File: src/rtl/i2c_pkg.sv
// Shared types and widths for the I2C transaction arbiter slice.
//  arb_state_t : arbiter FSM states
//  I2C_ADDR_W  : 7-bit I2C target address width
//  I2C_DATA_W  : I2C data byte width
package i2c_pkg;

  typedef enum logic [1:0] {ARB_IDLE, ARB_ISSUE, ARB_WAIT, ARB_RESP} arb_state_t;

  localparam int unsigned I2C_ADDR_W = 7;
  localparam int unsigned I2C_DATA_W = 8;

endpackage

File: src/rtl/rr_arbiter.sv
// Combinational round-robin arbiter.
//  req      in  N   request vector
//  last_gnt in  IW  index of the previously granted requester
//  gnt      out N   one-hot grant (all zero when no request)
//  gnt_idx  out IW  index of the granted requester (0 when no request)
// The search starts at last_gnt+1 and wraps: the request vector is doubled and
// shifted so the first set bit of the low half is the winner.
module rr_arbiter #(
  parameter int unsigned N = 4,
  localparam int unsigned IW = (N > 1) ? $clog2(N) : 1
) (
  input  logic [N-1:0]  req,
  input  logic [IW-1:0] last_gnt,
  output logic [N-1:0]  gnt,
  output logic [IW-1:0] gnt_idx
);

  logic [IW:0]  shift;
  logic [N-1:0] rot;
  logic         found;
  int           pos;

  always_comb begin
    shift   = {1'b0, last_gnt} + {{IW{1'b0}}, 1'b1};
    rot     = N'({req, req} >> shift);
    gnt     = '0;
    gnt_idx = '0;
    found   = 1'b0;
    pos     = 0;
    for (int i = 0; i < N; i++) begin
      if (!found && rot[i]) begin
        found = 1'b1;
        // shift + i is at most 2N-1, so one subtraction folds it back into range
        pos = int'(shift) + i;
        if (pos >= int'(N)) begin
          pos = pos - int'(N);
        end
        gnt_idx      = IW'(pos);
        gnt[gnt_idx] = 1'b1;
      end
    end
  end

endmodule

File: src/rtl/i2c_txn_arbiter.sv
// Shares one I2C master engine among N_CLIENTS requesters.
// Round-robin picks a pending client, latches its addr/rw/wdata, pulses m_start,
// waits for m_done or a timeout and answers the client with a done or err pulse.
//  CLK, RST         clock (rising edge), asynchronous active-high reset
//  cli_req          per-client request, held until done/err
//  cli_addr/rw/wdata flattened per-client transaction fields
//  cli_gnt          one-hot grant, high from ISSUE through RESP
//  cli_done/cli_err one-cycle completion / timeout pulse to the granted client
//  cli_rdata        read byte, captured on m_done for reads and held
//  m_start          one-cycle start pulse to the master
//  m_addr/rw/wdata  latched fields, stable from ISSUE through RESP
//  m_done, m_rdata  master completion pulse and read data
// All outputs are registered.
module i2c_txn_arbiter
  import i2c_pkg::*;
#(
  parameter int unsigned N_CLIENTS      = 4,
  parameter int unsigned TIMEOUT_CYCLES = 1024,
  localparam int unsigned CNT_W         = $clog2(TIMEOUT_CYCLES + 1)
) (
  input  logic                            CLK,
  input  logic                            RST,
  input  logic [N_CLIENTS-1:0]            cli_req,
  input  logic [N_CLIENTS*I2C_ADDR_W-1:0] cli_addr,
  input  logic [N_CLIENTS-1:0]            cli_rw,
  input  logic [N_CLIENTS*I2C_DATA_W-1:0] cli_wdata,
  output logic [N_CLIENTS-1:0]            cli_gnt,
  output logic [N_CLIENTS-1:0]            cli_done,
  output logic [N_CLIENTS-1:0]            cli_err,
  output logic [I2C_DATA_W-1:0]           cli_rdata,
  output logic                            m_start,
  output logic [I2C_ADDR_W-1:0]           m_addr,
  output logic                            m_rw,
  output logic [I2C_DATA_W-1:0]           m_wdata,
  input  logic                            m_done,
  input  logic [I2C_DATA_W-1:0]           m_rdata
);

  localparam int unsigned IW = $clog2(N_CLIENTS);

  arb_state_t          state_q;
  logic [IW-1:0]       last_gnt_q;
  logic [IW-1:0]       gidx_q;
  logic [CNT_W-1:0]    cnt_q;

  logic [N_CLIENTS-1:0] arb_gnt;
  logic [IW-1:0]        arb_idx;

  rr_arbiter #(
    .N (N_CLIENTS)
  ) u_rr_arbiter (
    .req      (cli_req),
    .last_gnt (last_gnt_q),
    .gnt      (arb_gnt),
    .gnt_idx  (arb_idx)
  );

  always_ff @(posedge CLK or posedge RST) begin
    if (RST) begin
      state_q    <= ARB_IDLE;
      last_gnt_q <= IW'(N_CLIENTS - 1);
      gidx_q     <= '0;
      cnt_q      <= '0;
      cli_gnt    <= '0;
      cli_done   <= '0;
      cli_err    <= '0;
      cli_rdata  <= '0;
      m_start    <= 1'b0;
      m_addr     <= '0;
      m_rw       <= 1'b0;
      m_wdata    <= '0;
    end else begin
      // Pulses default low; the state that raises them overrides below.
      m_start  <= 1'b0;
      cli_done <= '0;
      cli_err  <= '0;
      unique case (state_q)
        ARB_IDLE: begin
          if (|cli_req) begin
            m_addr  <= cli_addr[I2C_ADDR_W*arb_idx +: I2C_ADDR_W];
            m_rw    <= cli_rw[arb_idx];
            m_wdata <= cli_wdata[I2C_DATA_W*arb_idx +: I2C_DATA_W];
            cli_gnt <= arb_gnt;
            gidx_q  <= arb_idx;
            m_start <= 1'b1;
            state_q <= ARB_ISSUE;
          end
        end
        ARB_ISSUE: begin
          // m_done is deliberately ignored here
          cnt_q   <= '0;
          state_q <= ARB_WAIT;
        end
        ARB_WAIT: begin
          cnt_q <= cnt_q + CNT_W'(1);
          // m_done takes priority over a timeout in the same cycle
          if (m_done) begin
            if (m_rw) begin
              cli_rdata <= m_rdata;
            end
            cli_done[gidx_q] <= 1'b1;
            state_q          <= ARB_RESP;
          end else if (cnt_q == CNT_W'(TIMEOUT_CYCLES - 1)) begin
            cli_err[gidx_q] <= 1'b1;
            state_q         <= ARB_RESP;
          end
        end
        ARB_RESP: begin
          last_gnt_q <= gidx_q;
          cli_gnt    <= '0;
          state_q    <= ARB_IDLE;
        end
        default: state_q <= ARB_IDLE;
      endcase
    end
  end

endmodule
File: config.mk
export PLATFORM = sky130hd
export DESIGN_NAME = i2c_txn_arbiter
export DESIGN_NICKNAME = d
export VERILOG_FILES = /design/src/rtl/i2c_pkg.sv /design/src/rtl/rr_arbiter.sv /design/src/rtl/i2c_txn_arbiter.sv
export SDC_FILE = /design/constraint.sdc
export NUM_CORES = 1
export LEC_CHECK = 0
export CAP_MARGIN = 0
export CORE_ASPECT_RATIO = 1.1
export CORE_UTILIZATION = 47
export DETAILED_ROUTE_END_ITERATION = 8
export PLACE_DENSITY_LB_ADDON = 0.12
export RECOVER_POWER = 25
export SLEW_MARGIN = 20
export SYNTH_ARGS = -nofsm -noshare
export SYNTH_HDL_FRONTEND = slang
export SYNTH_SLANG_ARGS = --single-unit
File: constraint.sdc
create_clock -name CLK -period 2.49 [get_ports CLK]
set_input_delay 0.498 -clock CLK [delete_from_list [all_inputs] [get_ports CLK]]
set_output_delay 0.498 -clock CLK [all_outputs]
set_load 0.05 [all_outputs]
# After elaboration in Yosys (flattened, before gate mapping)
# Index checks and enable logic that the tools add are counted.
[op_classes]
add_sub_neg = 9
mul = 1
order_cmp = 15
n_eq_ne = 6
shift = 3
muxes = 45
bitwise = 3
reduce_logical = 19
[op_table]
columns = ["cell", "count"]
rows = [
  ["two-way mux 4 bit", 10],
  ["indexed part select 32 x 6 -> 8 bit", 1],
  ["two-way mux 2 bit", 15],
  ["indexed part select 28 x 6 -> 7 bit", 1],
  ["one-hot mux 11 bit (2 select lines)", 1],
  ["< comparator 2 x 3 -> 1 bit (second input constant)", 6],
  [">= comparator 4 x 3 -> 1 bit (second input constant)", 3],
  ["OR 4 bit", 3],
  ["adder 11 x 1 -> 11 bit (second input constant)", 1],
  ["equality test 11 x 10 -> 1 bit (second input constant)", 1],
  ["two-way mux 1 bit", 11],
  ["demux 1 bit (select 2 bit)", 5],
  [">= comparator 2 x 1 -> 1 bit (second input constant)", 5],
  ["adder 3 x 2 -> 4 bit (second input constant)", 2],
  ["logical AND 1 bit", 8],
  ["one-hot mux 2 bit (4 select lines)", 1],
  ["one-hot mux 4 bit (2 select lines)", 1],
  [">> shifter 8 x 3 -> 4 bit", 1],
  ["subtractor 2 x 1 -> 2 bit (second input constant)", 4],
  ["AND reduction 2 bit", 3],
  ["multiplier 3 x 2 -> 5 bit (first input constant)", 1],
  ["adder 3 x 1 -> 4 bit (second input constant)", 1],
  ["equality test 2 bit (second input constant)", 2],
  ["nonzero test 2 bit", 2],
  ["other kinds (10)", 12],
]
[totals]
ff_bits = 54
out_inout_bits = 37

# Longest topological paths before layout
# Gate-level depths: netlist (run 1).
[depth]
ltp_word = 20
mapped_depth = 10
ltp_nobuf = 7

# By module
# A second synthesis (run 1) with hierarchy kept.
[hier_totals]
cells_unflattened = 292
hier_area_um2 = 3052.9
[modules_own_cells]
columns = ["mod", "instances", "cells_per_inst", "area_per_inst_um2", "seq_area_each_um2"]
rows = [
  ["i2c_txn_arbiter", 1, 233, 2605.0, 1353.8],
  ["rr_arbiter", 1, 59, 447.9, 0.0],
]

# Worst setup path before layout (run 1)
# No wires, ideal clock.
[synth_timing]
kind = "register to register"
startpoint = "reg last_gnt_q[1]"
endpoint = "reg m_wdata[0]"
setup_ps = 79
t_arrival_ps = 2161
t_required_ps = 2411
slack_ps = 250
path_stages_with_launch = 11
n_path_buf = 3
synth_period_minus_slack_ps = 2240
path_cell_list = "dfstp_2 -> buf_2 -> inv_1 -> ha_1 -> nor3_1 -> o21ai_0 -> o311ai_1 -> o31ai_2 -> buf_6 -> buf_12 -> mux2i_1"
[synth_via]
elab_chain_len = 13
elab_cells_between_ends = 35
[synth_rtl]
columns = ["element", "line_no", "source"]
rows = [
  ["start, declared", "i2c_txn_arbiter.sv:42", "logic [IW-1:0] last_gnt_q;"],
  ["start signal, assigned", "i2c_txn_arbiter.sv:61", "last_gnt_q <= IW'(N_CLIENTS - 1);"],
  ["start signal, assigned", "i2c_txn_arbiter.sv:109", "last_gnt_q <= gidx_q;"],
  ["adder 2 x 1 -> 3 bit *", "rr_arbiter.sv:24", "shift = {1'b0, last_gnt} + {{IW{1'b0}}, 1'b1};"],
  ["parallel branches: the longest is 10 deep, another holds adder 3 x 1 -> 4 bit", "-", ""],
  ["two-way mux 2 bit *", "rr_arbiter.sv:31", "if (!found && rot[i]) begin"],
  ["indexed part select 32 x 6 -> 8 bit *", "i2c_txn_arbiter.sv:82", "m_wdata <= cli_wdata[I2C_DATA_W*arb_idx +: I2C_DATA_W];"],
  ["end signal, assigned", "i2c_txn_arbiter.sv:82", ""],
  ["end, declared", "i2c_txn_arbiter.sv:34", "output logic [I2C_DATA_W-1:0] m_wdata,"],
]
# Mark *: on every way between the ends. The select of a mux whose other input is x is not followed.
# A chain may end at the register's enable or synchronous reset.

# Final worst setup path (run 1)
[layout_timing]
startpoint = "reg last_gnt_q[0]"
endpoint = "reg m_wdata[3]"
# The elaborated chain is that of the path after synthesis.

==> impl_metrics.json, run 1 <==
{
  "final_layout_size_suffix_gt1_share_pct": 9.55,
  "synth_fp_nets": 472,
  "crit_type": "reg -> reg",
  "ir_drop_mv": 0.765,
  "ant_nets": 0,
  "hold-worst-slack_ns": 0.517,
  "ys_types": 46,
  "fin_skew_ns": 0.00557,
  "routedWlPerCell_um": 15.7,
  "start_util_pct": 49.4,
  "slew_headroom_pct": 34.7,
  "netlist_area_um2": 3520,
  "tritoncts": "built",
  "endpoint_kind": "flop",
  "swShare_pct": 48.7,
  "finalSetupViolCount": 0,
  "p_leak_nw": 1.97,
  "clkSlewWorstSetupHoldPaths_ns": 0.11,
  "area_growth_pct": 40.4,
  "critPathMaxFanout": 17,
  "power_switching_mw": 3.02,
  "avgViaCountPerCell": 5.88,
  "ctsRootBufferMaster": "clkbuf_8",
  "finalCritPeriodShare_pct": 91.9,
  "cts_buffer_depth": 2,
  "hold_viol_final": 0,
  "gp_congestion": 0.939,
  "critPathSlowestCell": "dfstp_2",
  "cts.sinks": 54,
  "power-per-cell-area_nw_per_um2": 1250,
  "diodes": 0,
  "die-area_um2": 7840,
  "die_h_um": 92.7,
  "cts_setup_buffers": 0,
  "cts_buffers": 5,
  "tightest_slew_ns": 0.980,
  "seqPwrFrac_pct": 23.1,
  "status": "finished with violations",
  "max_freq_mhz": 437,
  "antenna_found_initial": 0,
  "syn_avg_cell_area_um2": 9.26,
  "wl_um": 9080,
  "arrival_ns": 2.53,
  "path_cells": "inv_1 > ha_1 > nor3_1 > o21ai_0 > o311ai_1 > o31ai_4 > buf_12 > mux2i_1",
  "dr.pass1.iters": 7,
  "p_total_mw": 6.20,
  "netlist_instances": 380,
  "cts_hold_buf": 0,
  "grt_first_pass_wirelength_um": 15200,
  "synth_ff_type": "dfrtp_1",
  "critPathMaxStageDelay_ns": 0.64,
  "core_area_um2": 7130,
  "cp.required_ns": 2.73,
  "rsz0062_at_grt": "false",
  "grt_start_max_net_pins": 84,
  "synth-warning-count": 0,
  "clock_power_share_pct": 10.1,
  "hpwlAfterDp_um": 6600,
  "num_io_pins": 116,
  "hold_class": "reg -> reg",
  "combPwrFrac_pct": 66.8,
  "nets": 583,
  "io_buffers": 115,
  "ff2ff_path_depth": 8,
  "failed_checks": "DRC",
  "overflow": 0,
  "rows": 32,
  "maxCapViolations": 0,
  "grt_pass1_vias": 3218,
  "vias": 3392,
  "grt_usage_pct": 23.9,
  "report.final.slew_viol_count": 0,
  "internal_power_mw": 3.18,
  "hold_depth": 1,
  "fin_crit_ns": 2.29,
  "utilization_pct": 69.3,
  "stdcell_count": 577,
  "seq_area_frac_synth_pct": 38.5,
  "clkLatencyLatePin_ns": 0.31,
  "drc_errors": 2,
  "cts-resized-gates": 0,
  "placedCellCount": 569,
  "htree_num_levels": 2,
  "startpoint_type": "flop",
  "ys_async_sr_fraction_pct": 100,
  "yosys_register_bits": 54,
  "first_iter_violations": 170,
  "die_w_um": 84.5,
  "synth_edf_count": 0
}
==> layout make-up <==
cell class                      instances  area, um^2
Tap cell                               85         106
Clock buffer                            5        68.8
Timing Repair Buffer                  136        1340
Clock inverter                          3        47.5
Fill cell                             569        2190
Inverter                               11        41.3
Sequential cell                        54        1350
Multi-Input combinational cell        283        1980
==> power by group through the flow <==
stage / logic [mW] / registers [mW] / clock network, mW
finish: 4.14 / 1.43 / 0.626
global route: 4.45 / 1.48 / 0.670
CTS: 4.16 / 1.44 / 0.632
detailed placement: 4.15 / 1.44 / 0
global placement: 4.07 / 1.44 / 0
floorplan: 2.16 / 2.24 / 0
==> worst max-delay path, delay by kind of cell, from the launching register on <==
family          cells  cell delay, ns
compound gates      3            0.56
flops               1            0.64
mux                 1            0.22
simple gates        1            0.06
buf+inv             2            0.37
fa+ha+maj           1            0.36
==> stage by stage <==
step	setup TNS, ns	setup slack (ns)	instance area [um^2]
floorplan	0	0.250	3520
global placement	0	0.0272	4840
detailed placement	-0.627	-0.0669	4840
CTS	0	0.195	4960
global route	0	0.0735	4940
finish	0	0.201	4940
==> state kept, by name (all words and copies together), names as in the netlist <==
signal and count:
cli_done 4, cli_err 4, cli_gnt 4, cli_rdata 8, cnt_q 11, gidx_q 2, last_gnt_q 2, m_addr 7
m_rw 1, m_start 1, m_wdata 8, state_q 2
==> logic make-up after synthesis <==
kind of cell,Yosys count,synth area share (%)
compound gates,95,21.8
xor+xnor,6,1.49
fa+ha+maj,13,4.62
buf+inv,43,5.97
flops,54,38.5
mux,30,9.21
simple gates,139,18.5
==> final timing paths <==
path	from	endpoint	slack, ns
worst max-delay path	last_gnt_q[0]	m_wdata[3]	0.20
worst min-delay path	cnt_q[0]	cnt_q[0]	0.52
worst max register to register	last_gnt_q[0]	m_wdata[3]	0.20
worst min register to register	cnt_q[0]	cnt_q[0]	0.52
max in group asynchronous	RST	cli_done[3]	0.41
min in group asynchronous	RST	cli_rdata[0]	0.69
==> metal layers <==
| layer | global-route usage (%) | routed length (um) | up-vias | share of wire (%) |
|---|---|---|---|---|
| met4 | 5.93 | 135 | 0 | 1.5 |
| met3 | 4.99 | 619 | 10 | 6.8 |
| met5 | 0 | 0 | - | 0 |
| li1 | - | - | 1646 | - |
| met1 | 31.0 | 3850 | 1602 | 42 |
| met2 | 40.7 | 4480 | 134 | 49 |
==> Yosys cell counts, types with 2 or more instances <==
master | instances | share of area, %
nand3_1 | 15 | 2.1
a311oi_1 | 32 | 8.0
dfstp_2 | 2 | 1.5
ha_1 | 13 | 4.6
mux2i_1 | 20 | 5.7
nor3_1 | 7 | 1.0
nand2b_1 | 2 | 0.36
and3b_1 | 2 | 0.50
mux2_2 | 9 | 2.9
dfrtp_1 | 52 | 37
nand4_1 | 3 | 0.53
o31ai_1 | 2 | 0.43
buf_2 | 8 | 1.1
xor2_1 | 5 | 1.2
buf_1 | 4 | 0.43
a221oi_1 | 9 | 2.2
inv_1 | 10 | 1.1
o21ai_0 | 8 | 1.1
clkbuf_1 | 16 | 1.7
nor4_1 | 3 | 0.53
nor3b_1 | 3 | 0.64
nand2_1 | 58 | 6.2
nor2b_1 | 18 | 3.2
nor2_1 | 24 | 2.6
buf_6 | 3 | 0.96
a211oi_1 | 32 | 6.8
==> cells in the final DEF (no fill, tap or decap), types with 5 or more instances in the layout <==
cell	n
clkdlybuf4s50_1	114
nand2_1	58
dfrtp_1	52
a211oi_1	32
a311oi_1	32
nor2_1	24
mux2i_1	20
nor2b_1	18
buf_4	17
nand3_1	15
ha_1	13
inv_1	10
a221oi_1	9
mux2_2	9
o21ai_0	8
nor3_1	7
xor2_1	5
clkbuf_8	5
(Power assumes the default switching activity.)
==> run 2: changes to the inputs <==
Settings changed: CTS_CLUSTER_SIZE from default to 30.
==> results of run 2 <==
No change in the layout: final DEF, timing and power equal those of run 1.
==> run 3: changes to the inputs <==
Settings changed: PLACE_DENSITY from default to 0.79, PLACE_DENSITY_LB_ADDON 0.12 to default, SLEW_MARGIN 20 to 10, TNS_END_PERCENT from default to 1.
==> run 3 against run 2 <==
The flow still finishes with violations (DRC); die area unchanged; global-route usage up 1.9 points; combinational power up 1%; core utilization down 0.12 points; sequential cell count unchanged; routed wire length up 8.7%; critical path depth unchanged.
==> impl_metrics.json, run 3 (synthesis gave the netlist of run 1 again) <==
{
  "cts.sinks": 54,
  "fin_skew_ns": 0.0118,
  "ctsRootBufferMaster": "clkbuf_8",
  "r2r_slack_ns": 0.20,
  "die_h_um": 92.7,
  "path_cells": "inv_1 > ha_1 > nor3_1 > o21ai_0 > o311ai_1 > o31ai_4 > buf_12 > mux2i_1",
  "p_leak_nw": 1.97,
  "grt_first_pass_wirelength_um": 16100,
  "max_freq_mhz": 436,
  "htree_num_levels": 2,
  "hold_viol_final": 0,
  "stdcell_count": 579,
  "grt_usage_pct": 25.8,
  "die_w_um": 84.5,
  "tritoncts": "built",
  "avgViaCountPerCell": 5.97,
  "endpoint_kind": "flop",
  "report.final.slew_viol_count": 0,
  "preCtsSetupSlack_ns": -0.0682,
  "grt_pass1_vias": 3454,
  "overflow": 0,
  "cp.required_ns": 2.73,
  "failed_checks": "DRC",
  "tightest_slew_ns": 0.908,
  "largest_register_ffs": 11,
  "critPathSlowestCell": "dfstp_2",
  "diodes": 0,
  "crit_type": "reg -> reg",
  "placedCellCount": 571,
  "rows": 32,
  "final_layout_size_suffix_gt1_share_pct": 9.92,
  "area_growth_pct": 40.2,
  "dr.pass1.iters": 6,
  "maxCapViolations": 0,
  "first_iter_violations": 140,
  "finalCritPeriodShare_pct": 92.1,
  "start_util_pct": 49.4,
  "vias": 3457,
  "slew_headroom_pct": 39.4,
  "arrival_ns": 2.53,
  "cts_buffer_depth": 2,
  "layout_common_cells": "clkdlybuf4s50_1 (114), nand2_1 (58), dfrtp_1 (52)",
  "drc_errors": 2,
  "hpwlAfterDp_um": 7410,
  "ant_nets": 0,
  "min-delay-start": "cli_rdata[5]",
  "num_io_pins": 116,
  "regMostFlops": "cnt_q",
  "hold_depth": 1,
  "p_total_mw": 6.18,
  "critPathMaxFanout": 17,
  "cts_setup_buffers": 0,
  "io_buffers": 115,
  "rsz0062_at_grt": "false",
  "power-per-cell-area_nw_per_um2": 1250,
  "cts-resized-gates": 0,
  "r2r_start": "last_gnt_q[1]",
  "layout_setup_ws_ns": 0.197,
  "core_area_um2": 7130,
  "gp_congestion": 0.896,
  "startpoint_type": "flop",
  "ff2ff_path_depth": 8,
  "antenna_found_initial": 0,
  "cts_hold_buf": 0,
  "finalSetupViolCount": 0,
  "whs_endpoint": "cli_rdata[5]",
  "status": "finished with violations",
  "wl_um": 9870,
  "largest_registers": "cnt_q (11), cli_rdata (8), m_wdata (8)",
  "ir_drop_mv": 0.991,
  "nets": 585,
  "clkLatencyLatePin_ns": 0.32,
  "hold_class": "reg -> reg",
  "final_common_cell": "clkdlybuf4s50_1",
  "clkSlewWorstSetupHoldPaths_ns": 0.11,
  "grt_start_max_net_pins": 43,
  "die-area_um2": 7840,
  "fin_crit_ns": 2.29,
  "cts_buffers": 5,
  "critPathMaxStageDelay_ns": 0.63,
  "r2r_end": "m_addr[3]",
  "routedWlPerCell_um": 17.0
}
run 3: how the worst max path moves through the flow:
stage / startpoint / end / slack, ns / cells past startpoint
after floorplan: last_gnt_q[1] / m_wdata[0] / 0.25 / 10
after global placement: cli_req[3] / m_wdata[1] / -0.007 / 8
after detailed placement: cli_req[3] / m_addr[1] / -0.07 / 8
after CTS: last_gnt_q[1] / m_addr[3] / 0.20 / 8
after global routing: last_gnt_q[1] / m_wdata[7] / 0.06 / 8
final: last_gnt_q[1] / m_addr[3] / 0.20 / 8
run 3: per-layer routing:
layer / global-route usage [%] / share of wire, %
met1: 33.2 / 43
met2: 42.3 / 48
met3: 4.81 / 4.9
met4: 11.7 / 3.8
met5: 0 / 0
run 3: cell type report:
class	instances	area, um^2
multi-input combinational	283	1980
clock inverter	3	26.3
tap	85	106
fill	574	2190
timing repair buffer	138	1360
sequential	54	1350
clock buffer	5	68.8
inverter	11	41.3
run 3: worst max-delay path: cells and delay by family (launching register included):
family	cells	cell delay [ns]
flip-flops	1	0.63
AO/OA/AOI/OAI	3	0.59
buffers and inverters	2	0.36
adder cells (fa/ha/maj)	1	0.35
multiplexers	1	0.22
AND/OR/NAND/NOR	1	0.06
run 3: through the flow:
stage	utilization [%]	hold slack (ns)	TNS [ns]	instance area [um^2]
after floorplan	-	0.479	0	3520
after global placement	67.9	0.486	-0.0186	4840
after detailed placement	67.9	0.495	-0.736	4840
after CTS	69.3	0.521	0	4940
after global routing	69.2	0.551	0	4930
final	69.2	0.517	0	4930
run 3: power by group:
group | switching (mW) | internal [mW] | total, mW | leakage [nW]
registers | 0.250 | 1.22 | 1.47 | 0.689
clock network | 0.319 | 0.208 | 0.527 | 0.0491
logic | 2.50 | 1.68 | 4.18 | 1.24
